$ cat config.mk
export PLATFORM = sky130hd
export DESIGN_NAME = mem_bus_arbiter
export DESIGN_NICKNAME = d
export VERILOG_FILES = /design/src/rtl/mem_bus_arbiter.sv
export SDC_FILE = /design/constraint.sdc
export NUM_CORES = 1
export LEC_CHECK = 0
export CAP_MARGIN = 0
export CORE_UTILIZATION = 45
export CTS_BUF_LIST = sky130_fd_sc_hd__clkbuf_8 sky130_fd_sc_hd__clkbuf_16
export DETAILED_ROUTE_END_ITERATION = 8
export GPL_TIMING_DRIVEN = 0
export PLACE_DENSITY_LB_ADDON = 0.2
export SYNTH_ARGS = -nofsm -noshare
export SYNTH_HDL_FRONTEND = slang
export SYNTH_SLANG_ARGS = --single-unit
$ cat constraint.sdc
create_clock -name CLK -period 3.1 [get_ports CLK]
set_input_delay 0.31 -clock CLK [delete_from_list [all_inputs] [get_ports CLK]]
set_output_delay 0.31 -clock CLK [all_outputs]
set_load 0.02 [all_outputs]
$ cat src/rtl/mem_bus_arbiter.sv
// rtl/mem_bus_arbiter.sv - round-robin arbiter sharing one memory between program-fetch and data ports
module mem_bus_arbiter #(
    parameter int MEM_LAT = 2
) (
    input  logic        CLK,
    input  logic        RST,
    input  logic        CS_P,
    input  logic [31:0] ADDR_Prog,
    output logic [31:0] Prog_BUS_READ,
    output logic        RDY_P,
    input  logic        CS,
    input  logic        WR_RD,
    input  logic [31:0] ADDR,
    input  logic [31:0] Data_BUS_WRITE,
    output logic [31:0] Data_BUS_READ,
    output logic        RDY_D,
    output logic        MEM_CS,
    output logic        MEM_WR,
    output logic [31:0] MEM_ADDR,
    output logic [31:0] MEM_WDATA,
    input  logic [31:0] MEM_RDATA
);

    // Counter value on the final access cycle; counter starts at 0 on the grant edge.
    localparam logic [3:0] LAST_CNT = 4'(MEM_LAT - 1);

    typedef enum logic [1:0] {
        IDLE   = 2'd0,
        ACCESS = 2'd1,
        DONE   = 2'd2
    } state_t;

    state_t     state;
    state_t     next_state;
    logic [3:0] cnt;
    logic       owner_prog;   // 1 = current access belongs to the program port
    logic       last_prog;    // round-robin flag: 1 = program port was served last
    logic       grant;
    logic       grant_prog;
    logic       finish;

    // State register; reset lands in IDLE immediately.
    always_ff @(posedge CLK or negedge RST) begin
        if (!RST) begin
            state <= IDLE;
        end else begin
            state <= next_state;
        end
    end

    // Next-state logic plus the grant/finish strobes that steer the datapath.
    always_comb begin
        next_state = state;
        grant      = 1'b0;
        grant_prog = 1'b0;
        finish     = 1'b0;
        case (state)
            IDLE: begin
                if (CS_P || CS) begin
                    grant      = 1'b1;
                    // On a tie the port not served last wins.
                    grant_prog = CS_P && (!CS || !last_prog);
                    next_state = ACCESS;
                end
            end
            ACCESS: begin
                if (cnt == LAST_CNT) begin
                    finish     = 1'b1;
                    next_state = DONE;
                end
            end
            DONE: begin
                next_state = IDLE;
            end
            default: begin
                next_state = IDLE;
            end
        endcase
    end

    // Access datapath: latch operands at grant, hold memory outputs stable, capture read data and pulse RDY at completion.
    always_ff @(posedge CLK or negedge RST) begin
        if (!RST) begin
            cnt           <= 4'd0;
            owner_prog    <= 1'b0;
            last_prog     <= 1'b1;
            MEM_CS        <= 1'b0;
            MEM_WR        <= 1'b0;
            MEM_ADDR      <= 32'd0;
            MEM_WDATA     <= 32'd0;
            RDY_P         <= 1'b0;
            RDY_D         <= 1'b0;
            Prog_BUS_READ <= 32'd0;
            Data_BUS_READ <= 32'd0;
        end else begin
            RDY_P <= 1'b0;
            RDY_D <= 1'b0;
            if (grant) begin
                owner_prog <= grant_prog;
                cnt        <= 4'd0;
                MEM_CS     <= 1'b1;
                MEM_ADDR   <= grant_prog ? ADDR_Prog : ADDR;
                MEM_WDATA  <= grant_prog ? 32'd0 : Data_BUS_WRITE;
                MEM_WR     <= grant_prog ? 1'b0 : WR_RD;
            end else if (finish) begin
                cnt       <= 4'd0;
                last_prog <= owner_prog;
                MEM_CS    <= 1'b0;
                MEM_WR    <= 1'b0;
                MEM_ADDR  <= 32'd0;
                MEM_WDATA <= 32'd0;
                if (owner_prog) begin
                    RDY_P         <= 1'b1;
                    Prog_BUS_READ <= MEM_RDATA;
                end else begin
                    RDY_D <= 1'b1;
                    // MEM_WR still carries the latched direction on the last access cycle.
                    if (!MEM_WR) begin
                        Data_BUS_READ <= MEM_RDATA;
                    end
                end
            end else if (state == ACCESS) begin
                cnt <= cnt + 4'd1;
            end
        end
    end

endmodule

==> results of run 1 <==
-- cells in the mapped netlist --
master	number	area, sq um
a32o_1	3	30.0
or2_2	1	6.26
a22o_1	31	272
inv_1	4	15.0
and2_1	1	6.26
o31ai_1	1	7.51
a211oi_2	1	12.5
nand3_1	1	5.00
ha_1	2	25.0
dfstp_2	1	26.3
a21o_1	1	7.51
buf_2	17	85.1
nand2_1	6	22.5
or3_1	1	6.26
clkbuf_1	22	82.6
nor3b_1	1	7.51
a22oi_2	1	12.5
dfrtp_1	139	3480
a21oi_1	35	175
or3b_2	1	8.76
o2bb2ai_1	32	280
nand4b_1	1	8.76
a32oi_1	32	280
o21ai_0	6	30.0
nand2b_1	3	18.8
nand3_2	1	10.0
or4_1	1	7.51
and2b_1	1	7.51
mux2_2	62	698
and3_1	4	25.0
nor3_1	2	10.0
nor3b_4	1	18.8
nor2_1	2	7.51
mux2_1	2	22.5
-- critical path, stage by stage, from the launching register on --
cell      delay [ns]
dfrtp_1         0.41
inv_1           0.07
ha_1            0.15
nor3b_4         0.31
nand4b_1        0.36
buf_2           0.33
mux2_2          0.30
-- kinds of logic after synthesis --
group / synth area share
compound gates: 0.194
fa+ha+maj: 0.00438
buf+inv: 0.0320
flops: 0.613
mux: 0.126
simple gates: 0.0309
-- layout make-up --
cell class | instances | area, sq um
plain buffers | 39 | 168
well taps | 168 | 210
clock buffers | 20 | 467
inverters | 4 | 15.0
clock inverters | 11 | 126
multi-input cells | 237 | 2030
fillers | 859 | 3020
repair buffers | 265 | 2670
flip-flops and latches | 140 | 3500
-- power by group --
part | total (mW) | switching (mW) | internal, mW
sequential | 3.13 | 0.466 | 2.66
clock | 2.02 | 0.717 | 1.31
combinational | 4.97 | 2.53 | 2.44
-- sequential cells by signal, summed over array words and instances, names as in the netlist --
signal         count
cnt                4
Data_BUS_READ     32
state              2
last_prog          1
MEM_ADDR          32
MEM_CS             1
RDY_D              1
owner_prog         1
MEM_WDATA         32
RDY_P              1
Prog_BUS_READ     32
MEM_WR             1
-- per-stage QoR --
step | utilization | power, mW | std cells | setup WS, ns
after detailed placement | 0.703 | 8.08 | 852 | 0.884
after global routing | 0.753 | 10.6 | 884 | 0.912
after CTS | 0.753 | 10.2 | 884 | 1.05
after global placement | 0.701 | 7.94 | 851 | -3.60
after floorplan | - | 5.77 | 420 | 1.44
final | 0.753 | 10.1 | 884 | 1.04
-- what timing repair did --
action | in CTS | in global routing
hold endpoints to repair | 68 | 0
hold buffers | 1 | 0
resized for setup | 0 | 0
-- routing by layer --
metal,wire length [um],track usage
met4,370,0.108
met2,8390,0.454
met3,1630,0.105
met1,6450,0.291
met5,0,0
-- worst min-delay path by stage --
| stage | slack, ns | startpoint | depth (start not counted) | endpoint |
|---|---|---|---|---|
| finish | 0.33 | CS_P | 3 | MEM_ADDR[0] |
| global route | 0.34 | CS_P | 3 | MEM_ADDR[0] |
| CTS | 0.32 | CS_P | 3 | MEM_ADDR[0] |
| detailed placement | 0.36 | RST | 1 | MEM_WDATA[14] |
| global placement | 0.47 | MEM_CS | 1 | MEM_CS |
| floorplan | 0.01 | RST | 0 | Data_BUS_READ[0] |
==> results_dict.tcl, run 1 <==
set metrics [dict create \
    power_leakage_nw 3.82 \
    r2r-start "cnt[1]" \
    post-route-min-period_ns 2.06 \
    gr-total-overflow 0 \
    setup_viol 0 \
    rows 40 \
    cts.clk_slew.worst_paths_ns 0.06 \
    syn_area_sq_mm 0.00572 \
    hpwl_mm 11.9 \
    rsz0062_at_grt "no" \
    fin_tns_setup_ns 0 \
    ys_seq_area_frac 0.613 \
    gp_congestion 0.841 \
    rr_endpoint "Data_BUS_READ[15]" \
    p_per_area_mw_per_mm2 1100 \
    start_kind "flip-flop" \
    io_buffer_count 263 \
    start_util 0.468 \
    fmax_mhz 486 \
    cts_tree "built" \
    syn_avg_cell_area_sq_um 13.6 \
    post_cts_buffers 0 \
    worst_pin_slew_ns 0.660 \
    root_buffer "clkbuf_16" \
    ys_ff_latch 140 \
    worstPathRequired_ns 3.40 \
    slew_violations 0 \
    layout.nets 839 \
    ff2ff_path_depth 6 \
    hp-class "in2reg" \
    crit_end "Data_BUS_READ[15]" \
    ant_nets 0 \
    crit_path_start "cnt[1]" \
    yosys_warnings 0 \
    grt_pass1_wl_mm 26.1 \
    grt_max_degree 72 \
    finalInstanceArea_sq_mm 0.00919 \
    peakVddDrop_uv 704 \
    io_pins 265 \
    cts_max_path_buffers 2 \
    rrSetupSlack_ns 1.04 \
    crit_type "reg2reg" \
    cp_data_arrival_time_ns 2.35 \
    final_cell_mix "262 x clkdlybuf4s50_1, 139 x dfrtp_1, 62 x mux2_2" \
    final_common_cell "clkdlybuf4s50_1" \
    layout-drive-gt1-share 0.162 \
    antenna_found_initial 0 \
    cp_max_fo 10 \
    routed_wl_mm 16.8 \
    core_sq_mm 0.0122 \
    hold_ws_ns 0.334 \
    maxCapViolCount 0 \
    wl_per_cell_um 19.1 \
    globalRouteTotalUtil 0.264 \
    cts_buffers 17 \
    die_height_um 115 \
    grt_pass1_vias 5043 \
    syn_nets 555 \
    area_growth_pct 60.8 \
    cts_max_level 4 \
    critPathCaptureType "flip-flop" \
    ys_types 34 \
    via_count 4795 \
    clkSinkCount 140 \
    max-slew-margin-rel 0.560 \
    placed_cell_area_sq_mm 0.00859 \
    status "finished, final reports clean" \
    antenna_cells 0 \
    hold_violations 0 \
    drt_first_iter_violations 282 \
    period_share 0.663 \
    netlist_instances 420 \
    via_per_inst 5.42 \
    drtPass1Iterations 4 \
    clock_latency_ns 0.42 \
    drc 0 \
    die_x_um 115 \
    die_area_sq_mm 0.0132 \
    fin_skew_ns 0.00413 \
]
Note: power is estimated with default switching activity, not from simulation.
==> run 2: changes to the inputs <==
Settings changed: CORE_UTILIZATION 45 to 41.
Clock period 3.1 ns to 2.1 ns, I/O delays scaled along.
==> run 2 against run 1 <==
Cell area rose by 1.5%. Register-to-register slack got worse by 0.86 ns. Sequential share of layout area fell by 0.55 points. Clock power rose by 75%. First-iteration DRC count fell by 12%. Clock-buffer cell count fell by 1. Clock skew rose by 0.0055 ns. Global-route usage fell by 2.8 points. Die area rose by 9.6%. Setup slack got worse by 0.86 ns. Critical path depth did not move. Largest power group unchanged.
==> results_dict.tcl, run 2 (same netlist as run 1, synthesis figures left out) <==
set metrics [dict create \
    die_x_um 120 \
    cts_max_path_buffers 2 \
    status "finished, final reports clean" \
    drt_first_iter_violations 247 \
    final_common_cell "clkdlybuf4s50_1" \
    layout-drive-gt1-share 0.170 \
    start_util 0.427 \
    post-route-min-period_ns 1.92 \
    clock_latency_ns 0.42 \
    rsz0062_at_grt "no" \
    p_total_mw 15.5 \
    cp_max_fo 10 \
    cts.clk_slew.worst_paths_ns 0.06 \
    slew_violations 0 \
    antenna_found_initial 0 \
    p_per_area_mw_per_mm2 1660 \
    final_cell_mix "262 x clkdlybuf4s50_1, 139 x dfrtp_1, 62 x mux2_2" \
    grt_pass1_wl_mm 25.9 \
    fmax_mhz 521 \
    die_area_sq_mm 0.0144 \
    die_height_um 120 \
    fin_tns_setup_ns 0 \
    rows 42 \
    hold_ws_ns 0.232 \
    placed_cell_area_sq_mm 0.00860 \
    gp_congestion 0.855 \
    hold_violations 0 \
    power_leakage_nw 3.87 \
    cp_data_arrival_time_ns 2.22 \
    io_buffer_count 263 \
    peakVddDrop_uv 1070 \
    cts_max_level 4 \
    worst_pin_slew_ns 0.545 \
    area_growth_pct 63.1 \
    finalInstanceArea_sq_mm 0.00933 \
    layout.nets 841 \
    start_kind "flip-flop" \
    setup_viol 0 \
    globalRouteTotalUtil 0.235 \
    hpwl_mm 11.9 \
    root_buffer "clkbuf_16" \
    grt_max_degree 85 \
    drtPass1Iterations 5 \
    io_pins 265 \
    antenna_cells 0 \
    pre_cts_slack_ns -0.0995 \
    gr-total-overflow 0 \
    clkSinkCount 140 \
    via_count 4773 \
    wl_per_cell_um 18.7 \
    maxCapViolCount 0 \
    ant_nets 0 \
    worstPathRequired_ns 2.40 \
    fin_skew_ns 0.00959 \
    fin_ws_ns 0.181 \
    period_share 0.914 \
    drc 0 \
    grt_pass1_vias 5013 \
    critPathCaptureType "flip-flop" \
    hp-class "in2reg" \
    core_sq_mm 0.0134 \
    max-slew-margin-rel 0.636 \
    routed_wl_mm 16.7 \
    cts_buffers 17 \
    cts_tree "built" \
    via_per_inst 5.33 \
    crit_type "reg2reg" \
]
[run 2: cell count changes in the layout (fill, tap and decap cells not counted), sizes merged]
| cell | previous run | this run |
|---|---|---|
| bufinv | 3 | 7 |
| clkinv | 5 | 2 |
| buf | 19 | 21 |
| clkbuf | 42 | 41 |
| clkinvlp | 0 | 1 |
[run 2: cell type report]
type / instances / area, sq um
fill: 953 / 4070
sequential: 140 / 3500
timing repair buffer: 267 / 2690
multi-input combinational: 237 / 2030
clock buffer: 19 / 453
clock inverter: 13 / 244
tap: 176 / 220
buffer: 39 / 169
inverter: 4 / 15.0
[run 2: metal layers]
layer  vias to the layer above  global-route usage  share of wire
li1                       2181                   -              -
met1                      2355               0.278           0.40
met2                       209               0.381           0.48
met3                        28              0.0946          0.099
met4                         0              0.0938          0.021
met5                         -                   0              0
[run 2: timing repair]
| action | 4_1_cts | 5_1_grt |
|---|---|---|
| endpoints found under the setup margin | 0 | 32 |
| hold buffers | 1 | 0 |
| setup buffers | 0 | 2 |
| endpoints found under the hold margin | 56 | 0 |
| resized for setup | 0 | 3 |
[run 2: critical path, cell delays in order (launching register included)]
cell	delay [ns]
dfrtp_1	0.40
inv_1	0.07
ha_1	0.16
nor3b_4	0.32
nand3_2	0.23
buf_2	0.28
mux2_1	0.34
[run 2: worst paths after layout]
path	startpoint	endpoint	slack (ns)	cells past startpoint
min in group asynchronous	RST	Prog_BUS_READ[24]	0.31	2
min reg2reg	MEM_ADDR[12]	MEM_ADDR[12]	0.49	1
max in group asynchronous	RST	last_prog	0.95	3
max reg2reg	cnt[1]	Prog_BUS_READ[28]	0.18	6
max	cnt[1]	Prog_BUS_READ[28]	0.18	6
min	CS_P	MEM_ADDR[31]	0.23	3
[run 2: report_power, final]
part           switching, mW  internal, mW  total (mW)
combinational           3.72          3.62        7.33
clock                   1.13          2.40        3.53
sequential             0.694          3.93        4.63
[run 2: per-stage QoR]
step	instances	utilization
finish	895	0.696
global route	895	0.696
CTS	893	0.694
detailed placement	860	0.642
global placement	859	0.639
floorplan	420	-
==> run 3: changes to the inputs <==
--- a/config.mk
+++ b/config.mk
@@ -7,4 +7,5 @@
 export LEC_CHECK = 0
 export CAP_MARGIN = 0
+export CORE_ASPECT_RATIO = 1.5
 export CORE_UTILIZATION = 41
 export CTS_BUF_LIST = sky130_fd_sc_hd__clkbuf_8 sky130_fd_sc_hd__clkbuf_16
==> constraint.sdc (replaced) <==
create_clock -name CLK -period 2.1 [get_ports CLK]
set_input_delay 0.21 -clock CLK [delete_from_list [all_inputs] [get_ports CLK]]
set_output_delay 0.21 -clock CLK [all_outputs]
set_load 0.1 [all_outputs]
==> run 3 against run 2 <==
Die area about the same. Cell area decreased by 3.2%. The run now ends with design-rule violations left. Via count is 0.13% lower. First-iteration DRC count is 28% lower. Final cell count decreased by 1.6%.
==> results_dict.tcl, run 3 (same netlist as run 1, synthesis figures left out) <==
set metrics [dict create \
    via_per_inst 5.41 \
    core_sq_mm 0.0135 \
    cts_max_path_buffers 2 \
    ant_nets 0 \
    whs_path_depth 3 \
    fin_skew_ns 0.0112 \
    antenna_cells 0 \
    critPathCaptureType "flip-flop" \
    final_common_cell "dfrtp_1" \
    fin_ws_ns 0.157 \
    gr-total-overflow 0 \
    max-slew-margin-rel 0.320 \
    rrSetupSlack_ns 0.16 \
    gp_congestion 0.862 \
    io_pins 265 \
    worstPathRequired_ns 2.42 \
    root_buffer "clkbuf_16" \
    grt_pass1_wl_mm 25.9 \
    ff2ff_path_depth 5 \
    die_height_um 147 \
    clock_latency_ns 0.41 \
    hp-class "in2reg" \
    grt_max_degree 76 \
    place_inst 846 \
    rsz0062_at_grt "no" \
    final_cell_mix "139 x dfrtp_1, 130 x clkdlybuf4s50_1, 130 x dlygate4sd2_1" \
    layout-drive-gt1-share 0.171 \
    routed_wl_mm 16.4 \
    rr_endpoint "MEM_ADDR[21]" \
    hold_violations 0 \
    period_share 0.925 \
    cts_tree "built" \
    fmax_mhz 515 \
    globalRouteTotalUtil 0.231 \
    die_x_um 98.4 \
    crit_end "MEM_ADDR[21]" \
    cp_max_fo 10 \
    crit_type "reg2reg" \
    cts_max_level 4 \
    failed_checks "design-rule violations" \
    cp_data_arrival_time_ns 2.27 \
    layout.nets 841 \
    crit_path_start "state[1]" \
    rows 52 \
    die_area_sq_mm 0.0144 \
    drc 18 \
    antenna_found_initial 0 \
    r2r-start "state[1]" \
    via_count 4767 \
    status "finished with violations" \
    worst_pin_slew_ns 1.02 \
    pre_cts_slack_ns -0.0416 \
    maxCapViolCount 0 \
    clkSinkCount 140 \
    area_growth_pct 57.9 \
    grt_pass1_vias 5064 \
    start_kind "flip-flop" \
    start_util 0.422 \
    io_buffer_count 263 \
    wl_per_cell_um 18.6 \
    setup_viol 0 \
    hpwl_mm 12.1 \
    cts.clk_slew.worst_paths_ns 0.06 \
    drt_first_iter_violations 177 \
    drtPass1Iterations 7 \
    stdcell_count 881 \
    post-route-min-period_ns 1.94 \
    slew_violations 0 \
    cts_buffers 17 \
]
-- run 3: cell count changes in the layout (fill, tap and decap cells not counted), moves of 2 or more --
| cell | before | now |
|---|---|---|
| clkdlybuf4s50_1 | 262 | 130 |
| bufinv_16 | 7 | 1 |
| clkinvlp_4 | 1 | 5 |
| dlymetal6s2s_1 | 0 | 2 |
| dlygate4sd2_1 | 0 | 130 |
| inv_6 | 1 | 5 |
| clkinv_2 | 2 | 0 |
-- run 3: worst min-delay path by stage --
stage                       from               end
final                       CS_P       MEM_ADDR[0]
after global routing        CS_P      MEM_ADDR[31]
after global placement    MEM_CS            MEM_CS
after CTS                   CS_P       MEM_ADDR[0]
after floorplan              RST  Data_BUS_READ[0]
after detailed placement     RST     MEM_WDATA[16]
-- run 3: critical path, cell delays in order, from the launching register on --
cell and delay (ns):
dfrtp_1 0.37, buf_2 0.18, nor3b_1 0.58, clkbuf_1 0.42
a32oi_1 0.13, o2bb2ai_1 0.18
-- run 3: layout make-up --
type	count	area [sq um]
Clock inverter	14	135
Tap cell	162	203
Clock buffer	18	439
Timing Repair Buffer	267	2530
Fill cell	1075	4510
Buffer	39	170
Sequential cell	140	3500
Inverter	4	15.0
Multi-Input combinational cell	237	2030
-- run 3: what timing repair did --
action / in CTS / in global routing
pin swaps: 0 / 1
buffers inserted: 0 / 2
gates cloned: 0 / 0
hold buffers: 1 / 0
endpoints found under the setup margin: 130 / 39
endpoints found under the hold margin: 65 / 0
resized for setup: 130 / 6
-- run 3: per-stage QoR --
| stage | cell area, sq um | setup TNS, ns | utilization | hold slack (ns) |
|---|---|---|---|---|
| final | 9020 | 0 | 0.667 | 0.242 |
| after floorplan | 5720 | 0 | - | -0.0856 |
| after global placement | 8550 | -629.36 | 0.632 | 0.468 |
| after detailed placement | 8580 | -0.152 | 0.634 | 0.234 |
| after global routing | 9020 | 0 | 0.667 | 0.255 |
| after CTS | 9000 | 0 | 0.665 | 0.238 |
-- run 3: routing by layer --
metal / up-vias / GRT usage / share of wire
li1: 2187 / - / -
met1: 2352 / 0.252 / 0.37
met2: 196 / 0.407 / 0.52
met3: 32 / 0.0708 / 0.077
met4: 0 / 0.104 / 0.031
met5: - / 0 / 0
Power of run 3 is not shown: default switching activity piles up to over one toggle a cycle in this logic, so the estimate is an artifact.
